## src/rtl/b08_feeder.sv

```systemverilog
// Upstream driver for the b08 ROM-match stage: FIFO-buffers pushed bytes and issues
// them to b08 one at a time with b08-exact START/I timing. Optional feature: B08_FEEDER_CAPTURE_EN.
module b08_feeder #(
  parameter int DEPTH   = 4,
  parameter int RUN_LEN = 16
) (
  input  logic                     CLOCK,
  input  logic                     RESET_N,
  input  logic                     IN_VALID,
  input  logic [7:0]               IN_DATA,
  output logic                     IN_READY,
  output logic                     START,
  output logic [7:0]               I,
  input  logic [3:0]               O_IN,
  output logic [$clog2(DEPTH):0]   COUNT,
  output logic                     BUSY,
  output logic                     RES_VALID,
  output logic [7:0]               RES_TAG,
  output logic [3:0]               RES_DATA,
  output logic [2:0]               dbg_state
);

  localparam int AW = $clog2(DEPTH);
  localparam int CW = $clog2(RUN_LEN + 3);
  localparam logic [AW:0]   FULL_CNT  = (AW+1)'(DEPTH);
  localparam logic [CW-1:0] DRAIN_CNT = CW'(RUN_LEN + 2);
  localparam logic [CW-1:0] RUN_CNT   = CW'(RUN_LEN);

  typedef enum logic [2:0] {
    S_DRAIN = 3'd0,
    S_IDLE  = 3'd1,
    S_ARM   = 3'd2,
    S_HOLD  = 3'd3,
    S_WAIT  = 3'd4,
    S_DONE  = 3'd5
  } state_t;

  // Handshake: a byte is accepted on a rising edge where IN_VALID & IN_READY;
  // IN_READY depends only on occupancy (and reset), never on IN_VALID.

  state_t          state_q, state_d;
  logic [CW-1:0]   cnt_q, cnt_d;
  logic [7:0]      i_q, i_d;
  logic            start_q, start_d;
  logic [7:0]      mem_q [DEPTH];
  logic [7:0]      mem_d [DEPTH];
  logic [AW-1:0]   wr_ptr_q, wr_ptr_d;
  logic [AW-1:0]   rd_ptr_q, rd_ptr_d;
  logic [AW:0]     count_q, count_d;
  logic            push, pop;

  assign push = IN_VALID && (count_q != FULL_CNT);

  // FIFO storage and pointers
  always_comb begin
    mem_d    = mem_q;
    wr_ptr_d = wr_ptr_q;
    rd_ptr_d = rd_ptr_q;
    count_d  = count_q;
    if (push) begin
      mem_d[wr_ptr_q] = IN_DATA;
      wr_ptr_d        = wr_ptr_q + AW'(1);
    end
    if (pop) begin
      rd_ptr_d = rd_ptr_q + AW'(1);
    end
    case ({push, pop})
      2'b10:   count_d = count_q + (AW+1)'(1);
      2'b01:   count_d = count_q - (AW+1)'(1);
      default: count_d = count_q;
    endcase
  end

  // Sequencer: next state, counter, I register and START
  always_comb begin
    state_d = state_q;
    cnt_d   = cnt_q;
    i_d     = i_q;
    pop     = 1'b0;
    case (state_q)
      S_DRAIN: begin
        if (cnt_q == CW'(1)) state_d = S_IDLE;
        else                 cnt_d   = cnt_q - CW'(1);
      end
      S_IDLE: begin
        if (count_q != '0) begin
          pop     = 1'b1;
          i_d     = mem_q[rd_ptr_q];
          state_d = S_ARM;
        end
      end
      S_ARM: begin
        state_d = S_HOLD;
      end
      S_HOLD: begin
        cnt_d   = RUN_CNT;
        state_d = S_WAIT;
      end
      S_WAIT: begin
        if (cnt_q == CW'(1)) state_d = S_DONE;
        else                 cnt_d   = cnt_q - CW'(1);
      end
      S_DONE: begin
        state_d = S_IDLE;
      end
      default: begin
        state_d = S_DRAIN;
        cnt_d   = DRAIN_CNT;
      end
    endcase
    start_d = (state_d == S_ARM);
  end

  always_ff @(posedge CLOCK or negedge RESET_N) begin
    if (!RESET_N) begin
      state_q  <= S_DRAIN;
      cnt_q    <= DRAIN_CNT;
      i_q      <= '0;
      start_q  <= 1'b0;
      wr_ptr_q <= '0;
      rd_ptr_q <= '0;
      count_q  <= '0;
      for (int k = 0; k < DEPTH; k++) mem_q[k] <= '0;
    end else begin
      state_q  <= state_d;
      cnt_q    <= cnt_d;
      i_q      <= i_d;
      start_q  <= start_d;
      wr_ptr_q <= wr_ptr_d;
      rd_ptr_q <= rd_ptr_d;
      count_q  <= count_d;
      mem_q    <= mem_d;
    end
  end

  assign IN_READY  = RESET_N && (count_q != FULL_CNT);
  assign START     = start_q;
  assign I         = i_q;
  assign COUNT     = count_q;
  assign BUSY      = (state_q != S_IDLE);
  assign dbg_state = state_q;

`ifdef B08_FEEDER_CAPTURE_EN
  logic       res_valid_q, res_valid_d;
  logic [7:0] res_tag_q, res_tag_d;
  logic [3:0] res_data_q, res_data_d;

  // b08's O is valid throughout DONE; capture it on the edge that leaves DONE.
  always_comb begin
    res_valid_d = (state_q == S_DONE);
    res_tag_d   = res_tag_q;
    res_data_d  = res_data_q;
    if (res_valid_d) begin
      res_tag_d  = i_q;
      res_data_d = O_IN;
    end
  end

  always_ff @(posedge CLOCK or negedge RESET_N) begin
    if (!RESET_N) begin
      res_valid_q <= 1'b0;
      res_tag_q   <= '0;
      res_data_q  <= '0;
    end else begin
      res_valid_q <= res_valid_d;
      res_tag_q   <= res_tag_d;
      res_data_q  <= res_data_d;
    end
  end

  assign RES_VALID = res_valid_q;
  assign RES_TAG   = res_tag_q;
  assign RES_DATA  = res_data_q;
`else
  logic unused_o_in;
  assign unused_o_in = ^O_IN;
  assign RES_VALID   = 1'b0;
  assign RES_TAG     = '0;
  assign RES_DATA    = '0;
`endif

endmodule

```

## config.mk

```make
export PLATFORM = sky130hd
export DESIGN_NAME = b08_feeder
export DESIGN_NICKNAME = d
export VERILOG_FILES = /design/src/rtl/b08_feeder.sv
export SDC_FILE = /design/constraint.sdc
export NUM_CORES = 1
export LEC_CHECK = 0
export BUFFER_PORTS_ARGS = -buffer_cell sky130_fd_sc_hd__buf_2
export CAP_MARGIN = 10
export CELL_PAD_IN_SITES_DETAIL_PLACEMENT = 1
export CELL_PAD_IN_SITES_GLOBAL_PLACEMENT = 1
export CORE_ASPECT_RATIO = 0.7
export CORE_MARGIN = 2
export CORE_UTILIZATION = 46
export CTS_CLUSTER_DIAMETER = 40
export DETAILED_ROUTE_END_ITERATION = 6
export PLACE_DENSITY_LB_ADDON = 0.1
export SLEW_MARGIN = 20
export SYNTH_ARGS = -nofsm -noshare
export SYNTH_HDL_FRONTEND = slang
export SYNTH_SLANG_ARGS = --single-unit
```

## constraint.sdc

```tcl
create_clock -name CLOCK -period 2.9 [get_ports CLOCK]
set_clock_uncertainty 0.2 [all_clocks]
set_input_delay 0.29 -clock CLOCK [delete_from_list [all_inputs] [get_ports CLOCK]]
set_output_delay 0.29 -clock CLOCK [all_outputs]
set_load 0.05 [all_outputs]
```

==> impl_metrics.py, run 1 <==
metrics = {
    "finish": {
        "fin_nets": 254,
        "utilization_pct": 52.3,
        "area_growth_syn_to_layout_pct": 9.32,
        "fill_cells": 623,
        "layout.cells.non_filler": 307,
        "diodes": 0,
        "final_layout_size_suffix_gt1_share_pct": 25.0,
    },
    "power_and_ir_drop": {
        "p_seq_share_pct": 40.6,
        "p_leak_nw": 1.37,
        "p_clk_share_pct": 11.8,
        "p_comb_share_pct": 47.7,
        "power.ir.vdd_worst_mv": 0.434,
        "p_sw_mw": 1.64,
        "power_density_nw_per_um2": 1270,
        "sw_frac_of_total_pct": 42.9,
        "power.internal_mw": 2.18,
    },
    "cts": {
        "clk_pin_slew_ns": 0.10,
        "cts_tree": "done",
        "cts_sinks": 56,
        "htree_levels": 2,
        "numCtsBuffers": 5,
        "postCtsSetupBuffers": 0,
        "cts-resized-gates": 0,
        "clkLatencyLatePin_ns": 0.31,
        "ctsHoldBuffers": 0,
        "cts_buffer_depth": 2,
        "cts-root-buf": "clkbuf_8",
    },
    "timing": {
        "hold_viol": 53,
        "fin_tns_setup_ns": 0,
        "post-route-period-util_pct": 88.3,
        "period_minus_slack_ns": 2.56,
        "whs_ns": -0.0239,
        "rsz0062_at_grt": "no",
        "relSlewSlack_pct": 54.5,
        "slew_viol_final": 0,
        "setup_viol": 0,
        "tightest_slew_ns": 0.682,
        "fmax_ghz": 0.391,
    },
    "route": {
        "finalWirelength_microns": 5330,
        "vias": 1614,
        "drtIter0Drc": 45,
        "vias_per_cell": 5.26,
        "drt-pass1-iter-count": 4,
        "drc": 0,
        "wl_per_cell_microns": 17.4,
        "ant_nets": 0,
    },
    "placement": {
        "dp_cells": 299,
        "gp_congestion": 0.689,
        "numPortBuffers": 27,
        "dp_hpwl_microns": 3850,
    },
    "grt": {
        "overflow": 0,
        "grt_pass1_wl_microns": 9050,
        "grt_pass1_vias": 1847,
        "grt_max_degree": 57,
        "grt_antenna_before_repair": 0,
        "track_usage_pct": 18.6,
    },
    "hold_path": {
        "min_path_type": "input port to asynchronous set/reset pin",
    },
    "floorplan": {
        "coreArea_sq_um": 5760,
        "die_area_sq_um": 6630,
        "die_w_microns": 96.4,
        "initial_utilization_pct": 47.8,
        "die_y_microns": 68.7,
        "core.rowCount": 23,
        "io_pins": 45,
    },
    "setup_path": {
        "worstSetupStartpoint": "COUNT[1]",
        "arrival_ns": 2.58,
        "path_class": "flop to flop",
        "path_max_fanout": 6,
        "critPathRequiredTime_ns": 2.92,
        "crit_path_start_kind": "flop",
        "r2r_start": "COUNT[1]",
        "cp-end-kind": "flop",
    },
    "synthesis": {
        "seq_area_frac_synth_pct": 51.0,
        "syn_inst": 202,
        "yosysWarnings": 0,
        "synthFlopType": "dfrtp_1",
        "syn_area_sq_um": 2750,
        "synth_cell_type_count": 46,
        "async_flop_share_pct": 100,
        "synth.area.top_cells": "dfrtp_1 49%, mux2_1 16%, mux4_2 6.5%, buf_4 4.1%, ha_1 3.2%",
        "synth_top_area_share_pct": 49.1,
        "yosys.area.top_type": "dfrtp_1",
        "yosysMostFrequentCell": "dfrtp_1",
        "synth_edf_count": 0,
        "synth.top_cells.by_count": "54 x dfrtp_1, 39 x mux2_1, 15 x buf_4",
        "ys_seq_elements": 56,
        "syn_area_per_cell_sq_um": 13.6,
    },
    "outcome": {
        "outcome": "finished, violations left",
        "violations": "negative hold slack",
    },
    "flow_run": {
        "max_cap_viol_count": 0,
    },
}
-- area by class of cell --
cell class	count	area, sq um	share of cell area, %
well taps	75	93.8	3.12
multi-input cells	126	1210	40.3
repair buffers	30	158	5.24
flip-flops and latches	56	1400	46.7
clock inverters	1	7.51	0.250
clock buffers	7	86.3	2.87
inverters	12	45.0	1.50
-- critical path: stages, from the launching register on --
cell     delay, ns
dfrtp_1       0.41
or3b_1        0.52
nand2_1       0.20
ha_1          0.20
inv_1         0.06
fa_1          0.37
xor2_1        0.15
nor2_1        0.13
xor2_1        0.21
-- registers in the layout, summed over array words and instances (netlist names) --
register   flops
mem_q         32
I              8
cnt_q          5
COUNT          3
dbg_state      3
rd_ptr_q       2
wr_ptr_q       2
START          1
-- metal layers --
layer	track usage (%)	up-vias	wire length [microns]
li1	-	738	-
met1	23.0	840	2420
met2	33.4	32	2680
met3	3.59	4	182
met4	5.81	0	48
met5	0	-	0
-- layout by cell type (no fill, tap or decap), drive strengths merged, types with 5 or more instances in the layout --
cell type and instances:
ha 7, inv 12, nand2 5, mux4 8, nand3 5, mux2 41, dfrtp 54, buf 30
clkbuf 7, conb 13
-- logic make-up (layout without fill, tap and decap cells) --
family | count (synthesis) | in the layout | share of synthesized area, %
AOI/OAI and AO/OA | 12 | 12 | 3.14
xor gates and xnor gates | 6 | 6 | 1.91
adders and majority gates | 8 | 8 | 3.91
buffers and inverters | 32 | 50 | 6.50
DFF | 56 | 56 | 51.0
muxes | 51 | 51 | 24.1
other | 1 | 13 | 0.136
and+or+nand+nor | 36 | 36 | 9.32
-- stage by stage --
step	hold WS (ns)	area [sq um]	total power [mW]	worst slack [ns]
after floorplan	-0.206	2800	2.95	0.339
after global placement	0.268	2910	3.26	0.541
after detailed placement	0.275	2910	3.41	0.343
after CTS	0.00413	3010	3.86	0.317
after global routing	0.0295	3010	4.11	0.191
final	-0.0239	3010	3.81	0.340
-- path summary, 6_finish.rpt --
| kind | to | slack, ns | depth (start not counted) |
|---|---|---|---|
| min reg2reg | I[3] | 0.29 | 1 |
| min in group CLOCK | mem_q[13] | 0.03 | 2 |
| max | COUNT[2] | 0.34 | 8 |
| max reg2reg | COUNT[2] | 0.34 | 8 |
| min | mem_q[31] | -0.02 | 2 |
| max in group asynchronous | mem_q[2] | 2.07 | 2 |
-- power groups by stage --
| stage | clock network, mW | registers [mW] | logic, mW |
|---|---|---|---|
| 2_1_floorplan | 0 | 1.78 | 1.17 |
| 3_3_place_gp | 0 | 1.52 | 1.75 |
| 3_5_place_dp | 0 | 1.57 | 1.84 |
| 4_1_cts | 0.463 | 1.55 | 1.85 |
| 5_1_grt | 0.498 | 1.62 | 1.99 |
| 6_report | 0.449 | 1.55 | 1.82 |
Power figures use the tool's default switching activity.
==> inputs of run 2 (changes only) <==
Settings changed: CORE_UTILIZATION 46 to 41.
==> run 2 against run 1 <==
Effect of this change:
- the run still ends with negative hold slack left
- first-iteration DRC count is 49% lower
- register-to-register slack better by 0.10 ns
- hold slack better by 0.0063 ns
- largest cell class unchanged
==> impl_metrics.py, run 2 (synthesis results as in run 1) <==
metrics = {
    "finish": {
        "regMostFlops": "mem_q",
        "fin_nets": 254,
        "final_cell_mix": "54 x dfrtp_1, 39 x mux2_1, 27 x buf_2, 13 x conb_1, 10 x inv_1",
        "largest_register_ffs": 32,
        "regArea_sq_um": 1400,
        "multi_input_area_sq_um": 1210,
        "final_common_cell": "dfrtp_1",
        "utilization_pct": 48.1,
        "fill_cells": 670,
        "area_growth_syn_to_layout_pct": 11.2,
        "diodes": 0,
        "final_layout_size_suffix_gt1_share_pct": 25.4,
    },
    "timing": {
        "hold_viol": 27,
        "period_minus_slack_ns": 2.46,
        "whs_ns": -0.0177,
        "setup_viol": 0,
        "post-route-period-util_pct": 84.8,
        "rsz0062_at_grt": "no",
        "fmax_ghz": 0.407,
        "relSlewSlack_pct": 53.0,
        "slew_viol_final": 0,
        "fin_tns_setup_ns": 0,
        "tightest_slew_ns": 0.706,
    },
    "cts": {
        "ctsHoldBuffers": 0,
        "cts_sinks": 56,
        "cts_tree": "done",
        "cts_buffer_depth": 2,
        "numCtsBuffers": 5,
        "postCtsSetupBuffers": 0,
        "clkLatencyLatePin_ns": 0.31,
        "cts-root-buf": "clkbuf_8",
        "htree_levels": 2,
        "clk_pin_slew_ns": 0.10,
        "cts-resized-gates": 0,
    },
    "placement": {
        "numPortBuffers": 27,
        "dp_hpwl_microns": 3900,
        "gp_congestion": 0.696,
    },
    "flow_run": {
        "max_cap_viol_count": 0,
    },
    "setup_path": {
        "critPathMaxStageDelay_ns": 0.50,
        "path_buf_inv": 1,
        "path_class": "flop to flop",
        "arrival_ns": 2.50,
        "crit_path_start_kind": "flop",
        "cp_slowest_cell": "or3b_1",
        "path_cells": "or3b_1, nand2_1, ha_1, inv_1, fa_1, xor2_1, nor2_1, xor2_1",
        "critPathRequiredTime_ns": 2.94,
        "path_max_fanout": 6,
        "cp-end-kind": "flop",
        "cpMostUsedCell": "xor2_1",
        "critPathTopFamily": "simple AND/OR/NAND/NOR gates",
    },
    "floorplan": {
        "initial_utilization_pct": 43.2,
        "die_w_microns": 102,
        "core.rowCount": 24,
        "coreArea_sq_um": 6370,
        "die_area_sq_um": 7390,
        "die_y_microns": 72.5,
        "io_pins": 45,
    },
    "power_and_ir_drop": {
        "p_seq_share_pct": 39.6,
        "power.internal_mw": 2.29,
        "power_density_nw_per_um2": 1280,
        "p_leak_nw": 1.39,
        "power_mw": 3.91,
        "p_comb_share_pct": 46.2,
        "p_sw_mw": 1.62,
        "p_clk_share_pct": 14.2,
        "power.ir.vdd_worst_mv": 0.538,
        "sw_frac_of_total_pct": 41.5,
    },
    "route": {
        "ant_nets": 0,
        "wl_per_cell_microns": 16.7,
        "vias_per_cell": 5.00,
        "drc": 0,
        "vias": 1615,
        "drtIter0Drc": 23,
        "finalWirelength_microns": 5380,
        "drt-pass1-iter-count": 4,
    },
    "grt": {
        "overflow": 0,
        "track_usage_pct": 16.6,
        "grt_pass1_vias": 1789,
        "grt_max_degree": 57,
        "grt_antenna_before_repair": 0,
        "grt_pass1_wl_microns": 9280,
    },
    "outcome": {
        "violations": "negative hold slack",
        "outcome": "finished, violations left",
    },
    "hold_path": {
        "min_path_type": "input port to asynchronous set/reset pin",
    },
}
-- run 2: path summary, 6_finish.rpt --
path                       startpoint  cells after the start         to  slack (ns)
max                          COUNT[0]                      8   COUNT[2]        0.44
min                           RESET_N                      2  mem_q[27]       -0.02
max reg2reg                  COUNT[0]                      8   COUNT[2]        0.44
min reg2reg                 mem_q[10]                      1  mem_q[10]        0.30
max in group asynchronous     RESET_N                      2   cnt_q[0]        2.05
min in group CLOCK         IN_DATA[7]                      2  mem_q[23]        0.02
-- run 2: per-stage QoR --
stage	instances	setup WS [ns]	cell area, sq um
finish	323	0.441	3060
global route	323	0.308	3060
CTS	323	0.409	3060
detailed placement	315	0.459	2930
global placement	315	0.519	2930
floorplan	214	0.339	2800
-- run 2: area by class of cell --
type                    instances  area share, %
inverters                      12           1.47
flip-flops and latches         56           45.9
repair buffers                 30           5.15
clock inverters                 1          0.981
multi-input cells             126           39.7
clock buffers                   7           3.15
well taps                      91           3.72
-- run 2: metal layers --
| metal | track usage, % | vias up | wire (microns) |
|---|---|---|---|
| met5 | 0 | - | 0 |
| met1 | 23.3 | 831 | 2620 |
| li1 | - | 745 | - |
| met2 | 25.9 | 31 | 2500 |
| met3 | 3.76 | 8 | 195 |
| met4 | 5.48 | 0 | 71 |
-- run 2: power groups by stage --
stage	sequential, mW	clock (mW)	combinational, mW
floorplan	1.78	0	1.17
global placement	1.53	0	1.76
detailed placement	1.58	0	1.83
CTS	1.56	0.577	1.84
global route	1.63	0.605	1.97
finish	1.55	0.553	1.81
